File: config.mk
export PLATFORM = sky130hd
export DESIGN_NAME = mc_native_req_queue_flat
export DESIGN_NICKNAME = d
export VERILOG_FILES = /design/src/rtl/mc_native_req_queue_if.sv /design/src/rtl/mc_native_req_queue.sv /design/src/flat_wrapper.sv
export SDC_FILE = /design/constraint.sdc
export NUM_CORES = 2
export LEC_CHECK = 0
export CAP_MARGIN = 0
export CORE_ASPECT_RATIO = 0.5
export CORE_MARGIN = 5
export CORE_UTILIZATION = 57
export CTS_CLUSTER_SIZE = 14
export DETAILED_ROUTE_END_ITERATION = 6
export PLACE_DENSITY = 0.82
export SYNTH_ARGS = -nofsm -noshare
export SYNTH_HDL_FRONTEND = slang
export SYNTH_SLANG_ARGS = --single-unit
File: constraint.sdc
create_clock -name clk -period 32.8 [get_ports clk]
set_input_delay 6.56 -clock clk [delete_from_list [all_inputs] [get_ports clk]]
set_output_delay 6.56 -clock clk [all_outputs]
set_load 0.1 [all_outputs]
File: src/rtl/mc_native_req_queue_if.sv
// Command channel between a requester and a consumer: one write/read command with data and byte mask.
// The master drives the command, and the slave accepts it with ready.
interface mc_native_req_queue_if #(
    parameter int ADDR_W = 28,
    parameter int DATA_W = 256
);
    logic                  valid;
    logic                  ready;
    logic                  we;
    logic [ADDR_W-1:0]     addr;
    logic [DATA_W-1:0]     wdata;
    logic [DATA_W/8-1:0]   wmask;

    modport master (output valid, we, addr, wdata, wmask, input ready);
    modport slave  (input valid, we, addr, wdata, wmask, output ready);
endinterface

File: src/rtl/mc_native_req_queue.sv
// Per-port request queue for one native port. Reads are throttled by an outstanding-read limit. MC_NATIVE_Q_STATS_EN adds o_hwm/o_push_cnt.
// Latency: push to offer is 1 cycle, and read return is 1 cycle. Backpressure: usr ready is low when full or clearing; read return has no backpressure.
module mc_native_req_queue #(
    parameter int ADDR_W     = 28,
    parameter int DATA_W     = 256,
    parameter int DEPTH      = 8,
    parameter int MAX_RD_OUT = 16,
    localparam int LVL_W     = $clog2(DEPTH) + 1
) (
    input  logic                     clk,
    input  logic                     rst,
    input  logic                     i_fifo_clr,
    mc_native_req_queue_if.slave     usr,
    mc_native_req_queue_if.master    nat,
    input  logic                     nat_rdata_valid,
    input  logic [DATA_W-1:0]        nat_rdata,
    output logic                     usr_rdata_valid,
    output logic [DATA_W-1:0]        usr_rdata,
    output logic [LVL_W-1:0]         o_level,
    output logic [7:0]               o_rd_outstanding,
    output logic                     o_err
`ifdef MC_NATIVE_Q_STATS_EN
    ,
    output logic [LVL_W-1:0]         o_hwm,
    output logic [31:0]              o_push_cnt
`endif
);
    localparam int PTR_W = $clog2(DEPTH);

    typedef struct packed {
        logic                we;
        logic [ADDR_W-1:0]   addr;
        logic [DATA_W-1:0]   wdata;
        logic [DATA_W/8-1:0] wmask;
    } entry_t;

    entry_t             mem [DEPTH];
    entry_t             head;
    logic [PTR_W-1:0]   wr_ptr, rd_ptr;
    logic [LVL_W-1:0]   level;
    logic [7:0]         rd_out;
    logic               push, pop, rd_pop, rd_room;

    assign head      = mem[rd_ptr];
    assign usr.ready = (level != LVL_W'(DEPTH)) & ~i_fifo_clr;
    assign rd_room   = rd_out < 8'(MAX_RD_OUT);
    assign nat.valid = (level != '0) & (head.we | rd_room);
    assign nat.we    = head.we;
    assign nat.addr  = head.addr;
    assign nat.wdata = head.wdata;
    assign nat.wmask = head.wmask;

    assign push   = usr.valid & usr.ready;
    assign pop    = nat.valid & nat.ready;
    assign rd_pop = pop & ~head.we;

    assign o_level          = level;
    assign o_rd_outstanding = rd_out;

    always_ff @(posedge clk) begin
        if (rst) begin
            for (int i = 0; i < DEPTH; i++) mem[i] <= '0;
        end else if (push) begin
            mem[wr_ptr] <= {usr.we, usr.addr, usr.wdata, usr.wmask};
        end
    end

    // A flush overrides any push or pop in the same cycle.
    always_ff @(posedge clk) begin
        if (rst || i_fifo_clr) begin
            wr_ptr <= '0;
            rd_ptr <= '0;
            level  <= '0;
        end else begin
            if (push) wr_ptr <= wr_ptr + 1'b1;
            if (pop)  rd_ptr <= rd_ptr + 1'b1;
            if (push && !pop)      level <= level + 1'b1;
            else if (pop && !push) level <= level - 1'b1;
        end
    end

    // A read the native port has accepted will return data, so it is counted even during a flush.
    always_ff @(posedge clk) begin
        if (rst) begin
            rd_out          <= '0;
            o_err           <= 1'b0;
            usr_rdata_valid <= 1'b0;
            usr_rdata       <= '0;
        end else begin
            usr_rdata_valid <= nat_rdata_valid;
            usr_rdata       <= nat_rdata;
            if (nat_rdata_valid && rd_out == '0) o_err <= 1'b1;
            if (rd_pop && !nat_rdata_valid)
                rd_out <= rd_out + 1'b1;
            else if (!rd_pop && nat_rdata_valid && rd_out != '0)
                rd_out <= rd_out - 1'b1;
        end
    end

`ifdef MC_NATIVE_Q_STATS_EN
    always_ff @(posedge clk) begin
        if (rst) begin
            o_hwm      <= '0;
            o_push_cnt <= '0;
        end else begin
            if (level > o_hwm) o_hwm <= level;
            if (push) o_push_cnt <= o_push_cnt + 32'd1;
        end
    end
`endif

endmodule

File: src/flat_wrapper.sv
// flat-port wrapper written by rule: the top's interface ports become plain ports
module mc_native_req_queue_flat 
#(
    parameter int ADDR_W     = 28,
    parameter int DATA_W     = 256,
    parameter int DEPTH      = 8,
    parameter int MAX_RD_OUT = 16,
    localparam int LVL_W     = $clog2(DEPTH) + 1
)
  (clk, rst, i_fifo_clr, nat_rdata_valid, nat_rdata, usr_rdata_valid, usr_rdata, o_level, o_rd_outstanding, o_err, usr_valid, usr_we, usr_addr, usr_wdata, usr_wmask, usr_ready, nat_valid, nat_we, nat_addr, nat_wdata, nat_wmask, nat_ready);
  mc_native_req_queue_if #(.ADDR_W(ADDR_W), .DATA_W(DATA_W)) usr_i ();
  mc_native_req_queue_if #(.ADDR_W(ADDR_W), .DATA_W(DATA_W)) nat_i ();
  input  logic clk;
  input  logic rst;
  input  logic i_fifo_clr;
  input  logic nat_rdata_valid;
  input  logic [DATA_W-1:0] nat_rdata;
  output logic usr_rdata_valid;
  output logic [DATA_W-1:0] usr_rdata;
  output logic [LVL_W-1:0] o_level;
  output logic [7:0] o_rd_outstanding;
  output logic o_err;
  input wire logic [$bits(usr_i.valid)-1:0] usr_valid;
  input wire logic [$bits(usr_i.we)-1:0] usr_we;
  input wire logic [$bits(usr_i.addr)-1:0] usr_addr;
  input wire logic [$bits(usr_i.wdata)-1:0] usr_wdata;
  input wire logic [$bits(usr_i.wmask)-1:0] usr_wmask;
  output wire logic [$bits(usr_i.ready)-1:0] usr_ready;
  output wire logic [$bits(nat_i.valid)-1:0] nat_valid;
  output wire logic [$bits(nat_i.we)-1:0] nat_we;
  output wire logic [$bits(nat_i.addr)-1:0] nat_addr;
  output wire logic [$bits(nat_i.wdata)-1:0] nat_wdata;
  output wire logic [$bits(nat_i.wmask)-1:0] nat_wmask;
  input wire logic [$bits(nat_i.ready)-1:0] nat_ready;
  assign usr_i.valid = usr_valid;
  assign usr_i.we = usr_we;
  assign usr_i.addr = usr_addr;
  assign usr_i.wdata = usr_wdata;
  assign usr_i.wmask = usr_wmask;
  assign usr_ready = usr_i.ready;
  assign nat_valid = nat_i.valid;
  assign nat_we = nat_i.we;
  assign nat_addr = nat_i.addr;
  assign nat_wdata = nat_i.wdata;
  assign nat_wmask = nat_i.wmask;
  assign nat_i.ready = nat_ready;
  mc_native_req_queue #(.ADDR_W(ADDR_W), .DATA_W(DATA_W), .DEPTH(DEPTH), .MAX_RD_OUT(MAX_RD_OUT)) u_core (.clk(clk), .rst(rst), .i_fifo_clr(i_fifo_clr), .usr(usr_i), .nat(nat_i), .nat_rdata_valid(nat_rdata_valid), .nat_rdata(nat_rdata), .usr_rdata_valid(usr_rdata_valid), .usr_rdata(usr_rdata), .o_level(o_level), .o_rd_outstanding(o_rd_outstanding), .o_err(o_err));
endmodule
# Word level (Yosys, flattened, before mapping)
# Memories as Yosys holds them, arrays and structs flattened. A register that Yosys moved wholly into a read port is not among the register bits.
# Index checks and enable logic that the tools add are counted.
# Widths: inputs -> output; s select.
# totals
register_bits,276
out_inout_bits,589
in_bits,579
memories,1
word_cells,55
mem_bits_rw,2536
# memory_table
memory,depth,word_bits,read_ports,rd_ports_with_merged_regs,wr,line_no,text
u_core.mem,8,317,1,1,8,mc_native_req_queue.sv:37,entry_t mem [DEPTH];
# classes
n_reduce_logical,17
addsub,6
n_eq_ne,1
n_lt_le_gt_ge,1
n_bitwise,8
muxes,14
# ops
cell,count
$mux 317,1
$reduce_or 317->1,1
$mux 8,2
$mux 3,3
$add 8x1->8 const B,1
$logic_not 8->1,1
$lt 8x5->1 const B,1
$mux 4,2
$reduce_bool 8->1,1
$sub 8x1->8 const B,1
$add 3x1->3 const B,2
$logic_and 1x1->1,6
$mux 1,6
$and 1x1->1,5
$add 4x1->4 const B,1
$logic_not 1->1,4
$ne 4x4->1 const B,1
$reduce_bool 2->1,2
$reduce_bool 4->1,1
$sub 4x1->4 const B,1
$not 1->1,2
$logic_or 1x1->1,1
$or 1x1->1,1

# Depth between registers and ports, before layout
# logic_depth
depth_word,10
ltp_mapped,12
ltp_nobuf,11

# Least setup slack after synthesis
# No wires, ideal clock.
# synth_path
kind,input -> register
startpoint,input port rst
endpoint,"memory u_core.mem[3][0] in the netlist's numbering, enable pin"
arrival_ps,29365
required_ps,31365
cell_stages,5
n_path_buf,1
setup_slack_ps,2000
setup_ps,1435
path_cell_list,clkbuf_1 or2_1 a21oi_1 nand2b_1 o21ai_0
# synth_rtl
item,line_no,text
start: declaration,flat_wrapper.sv:14,input logic rst;
end: declaration,mc_native_req_queue.sv:37,

# Worst setup path after layout
# layout_path
startpoint,input port i_fifo_clr
endpoint,output port usr_ready
# layout_via
elab_chain_cells,2
# layout_rtl
item,line_no,text
start: declaration,flat_wrapper.sv:15,input logic i_fifo_clr;
$not 1->1,mc_native_req_queue.sv:45,assign usr.ready = (level != LVL_W'(DEPTH)) & ~i_fifo_clr;
$and 1x1->1,mc_native_req_queue.sv:45,
end: declaration,flat_wrapper.sv:28,output wire logic [$bits(usr_i.ready)-1:0] usr_ready;
# No other way between the ends.

==> summary.txt <==
Timing
  • Worst-Margin Slew: 1.29 ns
  • Final critical-path setup slack: 17.93 ns
  • Unrepaired setup endpoints after global routing: false
  • Clock period minus final worst setup slack: 14.87 ns
  • Post-Route Skew: 0.0627 ns
  • Fin Setup TNS: 0 ns
  • Number of max-slew violations in the final report: 0
  • Setup violators final: 0
  • Period utilisation layout: 45.3%
  • Worst hold slack: 0.487 ns
  • Max frequency: 0.0672 GHz
  • Max-slew headroom: 14.0%
  • Fin. Hold Viols: 0

Logic synthesis
  • Gate count after technology mapping: 7183
  • Async set-or-reset flop fraction in the synthesized netlist: 0%
  • Flip-flop and latch count after synthesis: 2815
  • Leading cell types by total area after synthesis: sky130_fd_sc_hd__edfxtp_1, sky130_fd_sc_hd__and2_1, sky130_fd_sc_hd__mux4_2, sky130_fd_sc_hd__dfxtp_1, sky130_fd_sc_hd__mux2_2
  • Count of different cell masters after synthesis: 47
  • Post-Syn Nets: 7775
  • Share of the synthesized area in the top cell type: 63.5%
  • Cell taking the most area after synthesis: sky130_fd_sc_hd__edfxtp_1
  • Share of the yosys chip area belonging to registers: 68.2%
  • Mapped cell area: 120000 sq um
  • Yosys warns: 0
  • Avg Inst Size Synth: 16.7 sq um
  • Number of flops mapped to enable cells by yosys: 2536
  • Top_reg_cell synth: sky130_fd_sc_hd__edfxtp_1

Critical path
  • Type of element capturing the critical path: output pin
  • Kind of critical path: primary input to output pin
  • Data arrival time of the critical path: 8.31 ns
  • Top fanout value on the critical path: 3
  • Worst setup SP type: primary input
  • Worst endpoint required time: 26.24 ns
  • Cell count of the worst reg-to-reg path: 12

Global routing
  • Wire length of the first global-routing pass: 471 mm
  • Overall fraction of global-route tracks in use: 29.1%
  • Maximum number of pins on one net before global-route repair: 171
  • Total global routing overflow: 0
  • Initial antenna violation count: 101
  • Number of global-route vias before repair: 68600

Drt
  • Routed length per placed instance: 28.9 um
  • Number of DRC markers in iteration 0: 7718
  • Routed Wire Length: 325 mm
  • Vias per inst: 5.94
  • Final routed DRC violation total: 0
  • Remaining antenna violation count after routing: 0
  • Number of detailed-routing iterations run before antenna repair: 5
  • Total vias in the final route: 66800

Clock network
  • Count of H-tree levels built during CTS: 4
  • Clk sink count: 2815
  • Clock-pin transition on the worst setup and hold timing paths: 0.07 ns
  • Number of buffers added for setup after CTS: 0
  • Clock tree root driver cell: sky130_fd_sc_hd__clkbuf_16
  • Buffers from clock root to sink, at most: 4
  • Number of resized instances in the post-cts repair step: 0
  • Clk_lat worst skew: 0.89 ns
  • Cts-stage hold buffer count: 0
  • CTS tree: built
  • CTS Buf Count: 240

Finish
  • Most frequent standard cell in the layout excluding fill and tap cells: sky130_fd_sc_hd__and2_1
  • Fraction of final layout cells sized beyond drive strength 1: 16.3%
  • Number of nets in the layout: 8800
  • Final cell utilization of the core: 67.4%
  • Commonest cells after routing, fill and taps aside: sky130_fd_sc_hd__and2_1, sky130_fd_sc_hd__edfxtp_1, sky130_fd_sc_hd__clkdlybuf4s50_1
  • Number of cells in the finished layout apart from fillers: 11200
  • Post-synthesis to final-layout area growth: 18.0%
  • Final design area excluding fillers: 142000 sq um

Placed design
  • Global placement routability congestion: 0.889
  • Dpl ws: 17.92 ns
  • Number of placed instances, taps included: 10700
  • Port-buffer cells: 1167
  • Area post-placement: 134000 sq um
  • Total half-perimeter wirelength after legalization and detailed placement: 183 mm

Power and ir drop
  • Maximum VDD drop: 41.4 uV
  • Static power due to leakage: 50.3 nW
  • Cell area power density: 55.8 nW/um^2
  • Pwr Total: 7.90 mW

Die
  • Initial Util: 57.1%
  • Floorplan die area: 220000 sq um
  • Number of I/O pins: 1168
  • Total number of placement rows: 119
  • Standard cell core area: 210000 sq um
  • Horizontal die dimension: 659 um
  • Die H: 334 um

Run status
  • Status: completed

Run
  • Number of violations of the max-capacitance limit: 0

Worst hold path
  • Hold WC Path Type: flop to flop
  • Cell count of the worst hold path: 2
[worst max-delay path, stage by stage]
cell and delay [ns]:
sky130_fd_sc_hd__clkdlybuf4s50_1 0.46, sky130_fd_sc_hd__a21oi_1 0.14, sky130_fd_sc_hd__clkdlybuf4s50_1 1.15
[per-layer routing]
layer,up-vias,track usage (%),routed length (um)
met1,34500,38.8,123000
met3,585,4.84,24600
met2,3254,47.4,162000
met4,2,13.9,15900
met5,-,0,13
li1,28400,-,-
[kinds of logic after synthesis]
logic type | share of synthesized area (%)
fa+ha+maj | 0.148
simple gates | 14.8
compound gates | 0.236
xor+xnor | 0.0657
flops | 68.2
buf+inv | 1.65
mux | 14.9
[area by class of cell]
cell class                 instances  area, sq um
tap                             2783         3480
multi-input combinational       3873        36400
timing repair buffer            1271        12700
clock inverter                    42          317
antenna                           90          225
inverter                           7         26.3
clock buffer                     367         6740
sequential                      2815        81700
fill                           13800        68400
[path summary, 6_finish.rpt]
kind              slack [ns]                         end        startpoint
setup / recovery       17.93                   usr_ready        i_fifo_clr
hold / removal          0.49                        flop  u_core.rd_ptr[2]
setup reg to reg       26.13  u_core.o_rd_outstanding[7]              flop
hold reg to reg         0.49                        flop  u_core.rd_ptr[2]
[registers in the layout, summed over array words and instances (netlist names), named ones only]
| signal | count |
|---|---|
| u_core.o_rd_outstanding | 8 |
| u_core.mem | 2536 |
| u_core.usr_rdata | 256 |
| u_core.wr_ptr | 3 |
| u_core.rd_ptr | 3 |
| u_core.o_err | 1 |
| u_core.o_level | 4 |
| u_core.usr_rdata_valid | 1 |
[synth_stat cells, types with 2 or more instances]
cell and number:
sky130_fd_sc_hd__and2_1 2537, sky130_fd_sc_hd__edfxtp_1 2536, sky130_fd_sc_hd__mux4_2 633, sky130_fd_sc_hd__clkbuf_1 383, sky130_fd_sc_hd__mux2_2 316, sky130_fd_sc_hd__dfxtp_1 279, sky130_fd_sc_hd__nor2b_1 258, sky130_fd_sc_hd__buf_2 89
sky130_fd_sc_hd__nor2_1 21, sky130_fd_sc_hd__buf_1 15, sky130_fd_sc_hd__o21ai_0 13, sky130_fd_sc_hd__a21oi_1 12, sky130_fd_sc_hd__ha_1 11, sky130_fd_sc_hd__inv_1 6, sky130_fd_sc_hd__mux2_1 5, sky130_fd_sc_hd__mux2i_1 5
sky130_fd_sc_hd__nand2_1 5, sky130_fd_sc_hd__nand3_1 5, sky130_fd_sc_hd__xnor2_1 5, sky130_fd_sc_hd__nor3_1 4, sky130_fd_sc_hd__or4_1 4, sky130_fd_sc_hd__xor2_1 4, sky130_fd_sc_hd__a211oi_1 3, sky130_fd_sc_hd__a21o_1 3
sky130_fd_sc_hd__o21a_1 3, sky130_fd_sc_hd__or3_1 3, sky130_fd_sc_hd__a31o_1 2, sky130_fd_sc_hd__and4_1 2, sky130_fd_sc_hd__fa_1 2, sky130_fd_sc_hd__or2_2 2
[report_power, final]
group,switching (mW),internal (mW),total [mW]
clock network,1.26,1.44,2.70
logic,0.766,0.337,1.10
registers,0.0494,4.04,4.09
No activity file was read; power rests on OpenSTA's default activity.
